**src/rtl/dmem_arbiter_if.sv**
```systemverilog
// Bus bundle between the core, the loader, the data memory and the arbiter.
// The arbiter sits on the slave side; the environment (requesters plus memory) drives the master side.
interface dmem_arbiter_if;
    logic        c_req;
    logic        c_we;
    logic [31:0] c_adr;
    logic [31:0] c_wdata;
    logic        c_gnt;
    logic        c_stall;
    logic        c_rvalid;
    logic [31:0] c_rdata;

    logic        l_req;
    logic        l_we;
    logic        l_lock;
    logic [31:0] l_adr;
    logic [31:0] l_wdata;
    logic        l_gnt;
    logic        l_rvalid;
    logic        l_err;
    logic [31:0] l_rdata;

    logic        m_en;
    logic        m_we;
    logic [31:0] m_adr;
    logic [31:0] m_wdata;
    logic [31:0] m_rdata;

    modport slave (
        input  c_req, c_we, c_adr, c_wdata,
        input  l_req, l_we, l_lock, l_adr, l_wdata,
        input  m_rdata,
        output c_gnt, c_stall, c_rvalid, c_rdata,
        output l_gnt, l_rvalid, l_err, l_rdata,
        output m_en, m_we, m_adr, m_wdata
    );

    modport master (
        output c_req, c_we, c_adr, c_wdata,
        output l_req, l_we, l_lock, l_adr, l_wdata,
        output m_rdata,
        input  c_gnt, c_stall, c_rvalid, c_rdata,
        input  l_gnt, l_rvalid, l_err, l_rdata,
        input  m_en, m_we, m_adr, m_wdata
    );
endinterface

```
**src/rtl/dmem_arbiter.sv**
```systemverilog
// Single-port data memory arbiter between the core and a loader: round-robin
// priority with a bounded loader burst lock and a 1-cycle registered read-valid.
module dmem_arbiter #(
    parameter int MAX_LOCK = 4
) (
    input logic           clk,
    input logic           reset,
    dmem_arbiter_if.slave bus
);

    localparam int CW = $clog2(MAX_LOCK + 1);

    logic          prio_q, prio_d;
    logic          lockActive_q, lockActive_d;
    logic [CW-1:0] lockCnt_q, lockCnt_d;
    logic          cRvalid_q, cRvalid_d;
    logic          lRvalid_q, lRvalid_d;

    logic cGnt;
    logic lGnt;
    logic lockHold;
    logic lMisaligned;

    assign lMisaligned = (bus.l_adr[1:0] != 2'b00);

    // The loader keeps the port on contention only while its burst is still
    // within budget; lockCnt counts just those lock-extended grants.
    always_comb begin
        lockHold = lockActive_q & bus.l_lock & (lockCnt_q < CW'(MAX_LOCK));
        cGnt     = 1'b0;
        lGnt     = 1'b0;
        if (!reset) begin
            if (bus.c_req && bus.l_req) begin
                if (lockHold || prio_q) begin
                    lGnt = 1'b1;
                end else begin
                    cGnt = 1'b1;
                end
            end else begin
                cGnt = bus.c_req;
                lGnt = bus.l_req;
            end
        end
    end

    always_comb begin
        prio_d       = prio_q;
        lockActive_d = lockActive_q;
        lockCnt_d    = lockCnt_q;
        if (cGnt) begin
            prio_d = 1'b1;
        end else if (lGnt) begin
            prio_d = 1'b0;
        end
        if (cGnt || !bus.l_lock) begin
            lockActive_d = 1'b0;
            lockCnt_d    = '0;
        end else if (lGnt) begin
            lockActive_d = 1'b1;
            if (bus.c_req && lockHold) begin
                lockCnt_d = lockCnt_q + 1'b1;
            end
        end
        cRvalid_d = cGnt & ~bus.c_we;
        lRvalid_d = lGnt & ~bus.l_we;
    end

    always_ff @(posedge clk) begin
        if (reset) begin
            prio_q       <= 1'b0;
            lockActive_q <= 1'b0;
            lockCnt_q    <= '0;
            cRvalid_q    <= 1'b0;
            lRvalid_q    <= 1'b0;
        end else begin
            prio_q       <= prio_d;
            lockActive_q <= lockActive_d;
            lockCnt_q    <= lockCnt_d;
            cRvalid_q    <= cRvalid_d;
            lRvalid_q    <= lRvalid_d;
        end
    end

    // A misaligned loader access is still granted, but never reaches memory.
    always_comb begin
        bus.m_en    = cGnt | (lGnt & ~lMisaligned);
        bus.m_we    = 1'b0;
        bus.m_adr   = '0;
        bus.m_wdata = '0;
        if (cGnt) begin
            bus.m_we    = bus.c_we;
            bus.m_adr   = bus.c_adr;
            bus.m_wdata = bus.c_wdata;
        end else if (lGnt) begin
            bus.m_we    = bus.l_we;
            bus.m_adr   = bus.l_adr;
            bus.m_wdata = bus.l_wdata;
        end
    end

    assign bus.c_gnt    = cGnt;
    assign bus.c_stall  = bus.c_req & ~cGnt;
    assign bus.c_rvalid = cRvalid_q;
    assign bus.c_rdata  = bus.m_rdata;
    assign bus.l_gnt    = lGnt;
    assign bus.l_err    = lGnt & lMisaligned;
    assign bus.l_rvalid = lRvalid_q;
    assign bus.l_rdata  = bus.m_rdata;

endmodule
```
**src/flat_wrapper.sv**
```systemverilog
// flat-port wrapper written by rule: the top's interface ports become plain ports
module dmem_arbiter_flat 
#(
    parameter int MAX_LOCK = 4
)
  (clk, reset, bus_c_req, bus_c_we, bus_c_adr, bus_c_wdata, bus_l_req, bus_l_we, bus_l_lock, bus_l_adr, bus_l_wdata, bus_m_rdata, bus_c_gnt, bus_c_stall, bus_c_rvalid, bus_c_rdata, bus_l_gnt, bus_l_rvalid, bus_l_err, bus_l_rdata, bus_m_en, bus_m_we, bus_m_adr, bus_m_wdata);
  dmem_arbiter_if bus_i ();
  input logic clk;
  input logic reset;
  input wire logic [$bits(bus_i.c_req)-1:0] bus_c_req;
  input wire logic [$bits(bus_i.c_we)-1:0] bus_c_we;
  input wire logic [$bits(bus_i.c_adr)-1:0] bus_c_adr;
  input wire logic [$bits(bus_i.c_wdata)-1:0] bus_c_wdata;
  input wire logic [$bits(bus_i.l_req)-1:0] bus_l_req;
  input wire logic [$bits(bus_i.l_we)-1:0] bus_l_we;
  input wire logic [$bits(bus_i.l_lock)-1:0] bus_l_lock;
  input wire logic [$bits(bus_i.l_adr)-1:0] bus_l_adr;
  input wire logic [$bits(bus_i.l_wdata)-1:0] bus_l_wdata;
  input wire logic [$bits(bus_i.m_rdata)-1:0] bus_m_rdata;
  output wire logic [$bits(bus_i.c_gnt)-1:0] bus_c_gnt;
  output wire logic [$bits(bus_i.c_stall)-1:0] bus_c_stall;
  output wire logic [$bits(bus_i.c_rvalid)-1:0] bus_c_rvalid;
  output wire logic [$bits(bus_i.c_rdata)-1:0] bus_c_rdata;
  output wire logic [$bits(bus_i.l_gnt)-1:0] bus_l_gnt;
  output wire logic [$bits(bus_i.l_rvalid)-1:0] bus_l_rvalid;
  output wire logic [$bits(bus_i.l_err)-1:0] bus_l_err;
  output wire logic [$bits(bus_i.l_rdata)-1:0] bus_l_rdata;
  output wire logic [$bits(bus_i.m_en)-1:0] bus_m_en;
  output wire logic [$bits(bus_i.m_we)-1:0] bus_m_we;
  output wire logic [$bits(bus_i.m_adr)-1:0] bus_m_adr;
  output wire logic [$bits(bus_i.m_wdata)-1:0] bus_m_wdata;
  assign bus_i.c_req = bus_c_req;
  assign bus_i.c_we = bus_c_we;
  assign bus_i.c_adr = bus_c_adr;
  assign bus_i.c_wdata = bus_c_wdata;
  assign bus_i.l_req = bus_l_req;
  assign bus_i.l_we = bus_l_we;
  assign bus_i.l_lock = bus_l_lock;
  assign bus_i.l_adr = bus_l_adr;
  assign bus_i.l_wdata = bus_l_wdata;
  assign bus_i.m_rdata = bus_m_rdata;
  assign bus_c_gnt = bus_i.c_gnt;
  assign bus_c_stall = bus_i.c_stall;
  assign bus_c_rvalid = bus_i.c_rvalid;
  assign bus_c_rdata = bus_i.c_rdata;
  assign bus_l_gnt = bus_i.l_gnt;
  assign bus_l_rvalid = bus_i.l_rvalid;
  assign bus_l_err = bus_i.l_err;
  assign bus_l_rdata = bus_i.l_rdata;
  assign bus_m_en = bus_i.m_en;
  assign bus_m_we = bus_i.m_we;
  assign bus_m_adr = bus_i.m_adr;
  assign bus_m_wdata = bus_i.m_wdata;
  dmem_arbiter #(.MAX_LOCK(MAX_LOCK)) u_core (.clk(clk), .reset(reset), .bus(bus_i));
endmodule
```
**config.mk**
```make
export PLATFORM = sky130hd
export DESIGN_NAME = dmem_arbiter_flat
export DESIGN_NICKNAME = d
export VERILOG_FILES = /design/src/rtl/dmem_arbiter_if.sv /design/src/rtl/dmem_arbiter.sv /design/src/flat_wrapper.sv
export SDC_FILE = /design/constraint.sdc
export NUM_CORES = 1
export LEC_CHECK = 0
export ABC_AREA = 1
export CORE_AREA = 2 2 116 118
export CTS_CLUSTER_SIZE = 10
export DETAILED_ROUTE_END_ITERATION = 10
export DIE_AREA = 0 0 118 120
export PLACE_DENSITY_LB_ADDON = 0.08
export SYNTH_ARGS = -nofsm -noshare
export SYNTH_HDL_FRONTEND = slang
export SYNTH_SLANG_ARGS = --single-unit
export TNS_END_PERCENT = 1
```
**constraint.sdc**
```tcl
create_clock -name clk -period 2.25 [get_ports clk]
set_input_delay 0.225 -clock clk [delete_from_list [all_inputs] [get_ports clk]]
set_output_delay 0.225 -clock clk [all_outputs]
set_load 0.01 [all_outputs]
```
# [Word level (Yosys, flattened, before mapping)]
# Index checks and enable logic that the tools add are counted.
[classes] n_addsub=1 n_lt_le_gt_ge=1 n_mux=14 n_bitwise=12 n_reduce_logical=9
[op_table] operator="32-bit two-way mux" count=4
[op_table] operator="1-bit two-way mux" count=10
[op_table] operator="1-bit AND" count=7
[op_table] operator="1-bit NOT" count=4
[op_table] operator="2-bit nonzero test" count=2
[op_table] operator="3-bit by 1-bit adder with 3-bit output (second input constant)" count=1
[op_table] operator="3-bit less-than comparator (second input constant)" count=1
[op_table] operator="1-bit logical AND" count=2
[op_table] operator="1-bit logical OR" count=2
[op_table] operator="2-bit AND reduction" count=1
[op_table] operator="2-bit OR reduction" count=1
[op_table] operator="1-bit zero test" count=1
[op_table] operator="1-bit OR" count=1
[totals] reg_bits=7 inputBits=167 output_inout_bits=136

# [Longest topological paths before layout]
[logic_depth] word_depth=8 mapped_depth=9 mapped_depth_nobuf=7

# [Worst setup path after synthesis]
# Ideal clock, no wire load.
[synth_timing] path_kind="flip-flop to output port" from="register u_core.lockCnt_q[2]" to="output port bus_c_stall" arrival_time_ns=1.108 slack_ns=0.917 path_stages_with_launch=9 n_path_buf=1 path_cell_list="dfxtp_1 inv_1 nand3_1 nand2_1 nand2_1 buf_4 nand2_1 inv_1 nor2_1"
[synth_between] elab_chain_len=8
[synth_lines] item="start, declared" line_no="dmem_arbiter.sv:15" source="logic [CW-1:0] lockCnt_q, lockCnt_d;"
[synth_lines] item="start signal, assigned" line_no="dmem_arbiter.sv:78" source="lockCnt_q <= lockCnt_d;"
[synth_lines] item="3-bit less-than comparator" line_no="dmem_arbiter.sv:29" source="lockHold = lockActive_q & bus.l_lock & (lockCnt_q < CW'(MAX_LOCK));"
[synth_lines] item="1-bit AND" line_no="dmem_arbiter.sv:29"
[synth_lines] item="1-bit logical OR" line_no="dmem_arbiter.sv:34" source="if (lockHold || prio_q) begin"
[synth_lines] item="1-bit two-way mux" line_no="dmem_arbiter.sv:34"
[synth_lines] item="1-bit two-way mux" line_no="dmem_arbiter.sv:33" source="if (bus.c_req && bus.l_req) begin"
[synth_lines] item="1-bit two-way mux" line_no="dmem_arbiter.sv:32" source="if (!reset) begin"
[synth_lines] item="via bus_c_gnt" line_no="flat_wrapper.sv:20" source="output wire logic [$bits(bus_i.c_gnt)-1:0] bus_c_gnt;"
[synth_lines] item="1-bit NOT" line_no="dmem_arbiter.sv:102" source="assign bus.c_stall = bus.c_req & ~cGnt;"
[synth_lines] item="1-bit AND" line_no="dmem_arbiter.sv:102"
[synth_lines] item="end, declared" line_no="flat_wrapper.sv:21" source="output wire logic [$bits(bus_i.c_stall)-1:0] bus_c_stall;"
# The timed path passes the listed nets, and every way through them passes these cells.

# [Final worst setup path]
[layout_timing] from="input port bus_l_req" to="output port bus_m_adr[24]"
[layout_between] elab_chain_len=5
[layout_lines] item="start, declared" line_no="flat_wrapper.sv:14" source="input wire logic [$bits(bus_i.l_req)-1:0] bus_l_req;"
[layout_lines] item="1-bit logical AND" line_no="dmem_arbiter.sv:33"
[layout_lines] item="1-bit two-way mux" line_no="dmem_arbiter.sv:33"
[layout_lines] item="1-bit two-way mux" line_no="dmem_arbiter.sv:32"
[layout_lines] item="32-bit two-way mux" line_no="dmem_arbiter.sv:94" source="end else if (lGnt) begin"
[layout_lines] item="32-bit two-way mux (*)" line_no="dmem_arbiter.sv:90" source="if (cGnt) begin"
[layout_lines] item="end, declared" line_no="flat_wrapper.sv:30" source="output wire logic [$bits(bus_i.m_adr)-1:0] bus_m_adr;"
# Every way passes the cells marked *; elsewhere a longest branch is shown, timed or not.

==> metrics.md <==
| Metric | Value |
|---|---|
| Status | finished clean |
| Die height | 120 microns |
| Setup Skew | 2.231 ps |
| Vias in the first global route | 2478 |
| Syn avg cell area | 5.410 sq um |
| H-tree levels | 1 |
| Vias per inst | 3.858 |
| Synth area leader | nand2_1 |
| Metal2 WL | 4409 microns |
| DRT iter0 DRCs | 65 |
| Worst-path maximum fanout | 23 |
| Pin count of the biggest net entering global routing | 43 |
| Max Used Layer | met4 |
| P_sw | 0.0003348 W |
| Clk_lat worst skew | 230 ps |
| FF+latch count, synth | 7 |
| Area Growth Syn to Fin | 115.3% |
| Clock tree buffer depth | 2 |
| Crit path cell chain | clkdlybuf4s50_1 -> nand2_1 -> nor2_2 -> nand2_2 -> nand2_4 -> buf_12 -> nand3_1 -> nand2_1 -> clkdlybuf4s50_1 |
| Design Area, Final | 3844 sq um |
| Crit path DAT | 2000 ps |
| Crit path max-delay cell type | clkdlybuf4s50_1 |
| Number of I/O pins | 303 |
| Initial antenna violation count | 0 |
| Critical Path RT | 2030 ps |
| Cell internal pwr | 0.0007831 W |
| Switching share of power | 29.95% |
| Top cell family by delay on the critical path | buffers and inverters |
| Routed WL | 8670 microns |
| WL per Instance | 13.38 microns |
| Power Total | 0.001118 W |
| Syn_nets | 498 |
| Placement Cell Area | 3617 sq um |
| Main area contributors after synthesis | nand2_1, buf_4, nand3_1 |
| Leak | 2.317 nW |
| Post-DP HPWL | 6674 microns |
| Final min period | 2221 ps |
| Max_slew headroom | 83.65% |
| Die area | 14160 sq um |
| Synth Flop Type | dfxtp_1 |
| Routed Antenna Nets | 0 |
| Number of flops mapped to enable cells by yosys | 0 |
| Most common library cells after synthesis | nand2_1, nand3_1, buf_4 |
| Sum Neg Setup Slack | 0 ps |
| Worst setup EP type | output pin |
| CTS tree | built |
| RSZ-0062 raised after global routing | true |
| GP Congestion | 0.7535 |
| Power Density | 290.8 nW/um^2 |
| Fmax | 450.2 MHz |
| Post-Syn Instances | 330 |
| Worst Path Buf+Inv | 3 |
| Crit Path Category | primary input to output pin |
| Grt ovf | 0 |
| Post-synthesis sequential area ratio | 7.849% |
| Nets | 641 |
| Global-route wire length before repair | 12610 microns |
| IO buf count | 206 |
| Final worst-path cycle share | 98.73% |
| Async set-reset flop share out of synthesis | 0% |
| Row cnt | 42 |
| Max-cap violations | 0 |
| Fin Hold WS | 450.0 ps |
| CTS root buf | clkbuf_16 |
| Distinct cells, synth | 16 |
| Ratio of cells with drive above 1 in the final layout | 5.932% |
| Initial core utilization | 13.76% |
| Ant diodes | 0 |
| Max Slew Vio Count | 0 |
| Router iterations before antenna repair | 4 |
| Core area | 12980 sq um |
| Worst slew pin tran | 244.3 ps |
| Worst vdd ir | 243.7 uV |
| DRC | 0 |
| Fin. Hold Viols | 0 |
| Clock buffer count from CTS | 3 |
| Met3 routed WL | 800 microns |
| Startpoint types | primary input |
| Yosys warns | 0 |
| Top-count cell post-synth | nand2_1 |
| M1 wire length | 3337 microns |
| Synth top area share | 29.85% |
| GRT Util Overall | 10.90% |
| # setup viols final | 0 |
| Slowest cell delay on critical path | 530 ps |
| Util after Layout | 29.61% |
| Die Width | 118 microns |
| Mapped Area | 1785 sq um |
| Comb pwr share | 61.2% |
| Post-CTS Hold Buffers | 0 |
| Via count | 2500 |
| Min-delay worst type | primary input to output pin |
| # Post-CTS Setup Buffers | 0 |
| Num Clock Sinks | 7 |
| Clk pwr share | 27.2% |
| Reg power frac | 11.6% |
-- final timing paths --
check / end / cells after the start / slack, ps / start
min: bus_c_rdata[28] / 0 / 450 / bus_m_rdata[28]
max reg2reg: u_core.lockActive_q / 5 / 1190 / u_core.lockActive_q
min reg2reg: u_core.lockCnt_q[1] / 2 / 460 / u_core.lockCnt_q[1]
max: bus_m_adr[24] / 9 / 30 / bus_l_req
-- flip-flops by register name, indices dropped and copies added, names as in the netlist --
signal / count
u_core.lockActive_q: 1
u_core.lockCnt_q: 3
u_core.bus.c_rvalid: 1
u_core.prio_q: 1
u_core.bus.l_rvalid: 1
-- layout make-up --
class	instances	area (sq um)
clock buffer	4	78.83
fill	1470	9136
inverter	10	42.54
multi-input combinational	228	979.7
sequential	7	140.1
tap	176	220.2
timing repair buffer	223	2382
-- cell usage in the layout (no fill, tap or decap) --
| cell type | count |
|---|---|
| clkdlybuf4s50_1 | 149 |
| nand2_1 | 139 |
| nand3_1 | 71 |
| dlymetal6s2s_1 | 41 |
| dlygate4sd2_1 | 16 |
| buf_4 | 9 |
| inv_1 | 8 |
| dfxtp_1 | 7 |
| nor2_1 | 6 |
| buf_12 | 6 |
| clkbuf_16 | 5 |
| a21oi_1 | 4 |
| nand2_2 | 3 |
| nor2_2 | 1 |
| nand2_4 | 1 |
| inv_2 | 1 |
| inv_6 | 1 |
| or2_2 | 1 |
| o21ai_0 | 1 |
| ha_1 | 1 |
| clkbuf_1 | 1 |
-- worst reg2reg max path, stage by stage, from the launching register on --
cell and delay [ps]:
dfxtp_1 350, nand3_1 120, nand2_2 130, nand2_2 100, buf_4 150, a21oi_1 130
-- what timing repair did --
action	4_1_cts	5_1_grt
pin swaps	1	0
gates resized for setup	18	44
endpoints found under the setup margin	66	52
gates cloned	0	2
-- cells by family after synthesis --
family	Yosys count	share of synthesized area [%]
and+or+nand+nor	222	52.07
buffers and inverters	95	37.98
DFF	7	7.848
AOI/OAI and AO/OA	5	1.401
adders and majority gates	1	0.7007
-- per-stage QoR --
stage / setup WS [ps] / std cells
detailed placement: -70.40 / 642
floorplan: 917.4 / 330
CTS: 0.7612 / 646
finish: 28.66 / 648
global route: -82.41 / 648
global placement: -66.48 / 642
-- power by group through the flow --
stage / sequential (W) / combinational (W) / clock [W]
after global placement: 0.000132 / 0.000710 / 0
after floorplan: 0.000133 / 0.000342 / 0
after detailed placement: 0.000132 / 0.000706 / 0
after global routing: 0.000131 / 0.000740 / 0.000322
final: 0.000130 / 0.000684 / 0.000304
after CTS: 0.000130 / 0.000697 / 0.000314
-- per-layer routing --
| layer | GRT usage [%] | vias to the layer above |
|---|---|---|
| met5 | 0 | - |
| met4 | 1.807 | 0 |
| met3 | 4.135 | 21 |
| met2 | 20.57 | 120 |
| met1 | 11.67 | 1096 |
| li1 | - | 1263 |
No activity file was read; power rests on OpenSTA's default activity.
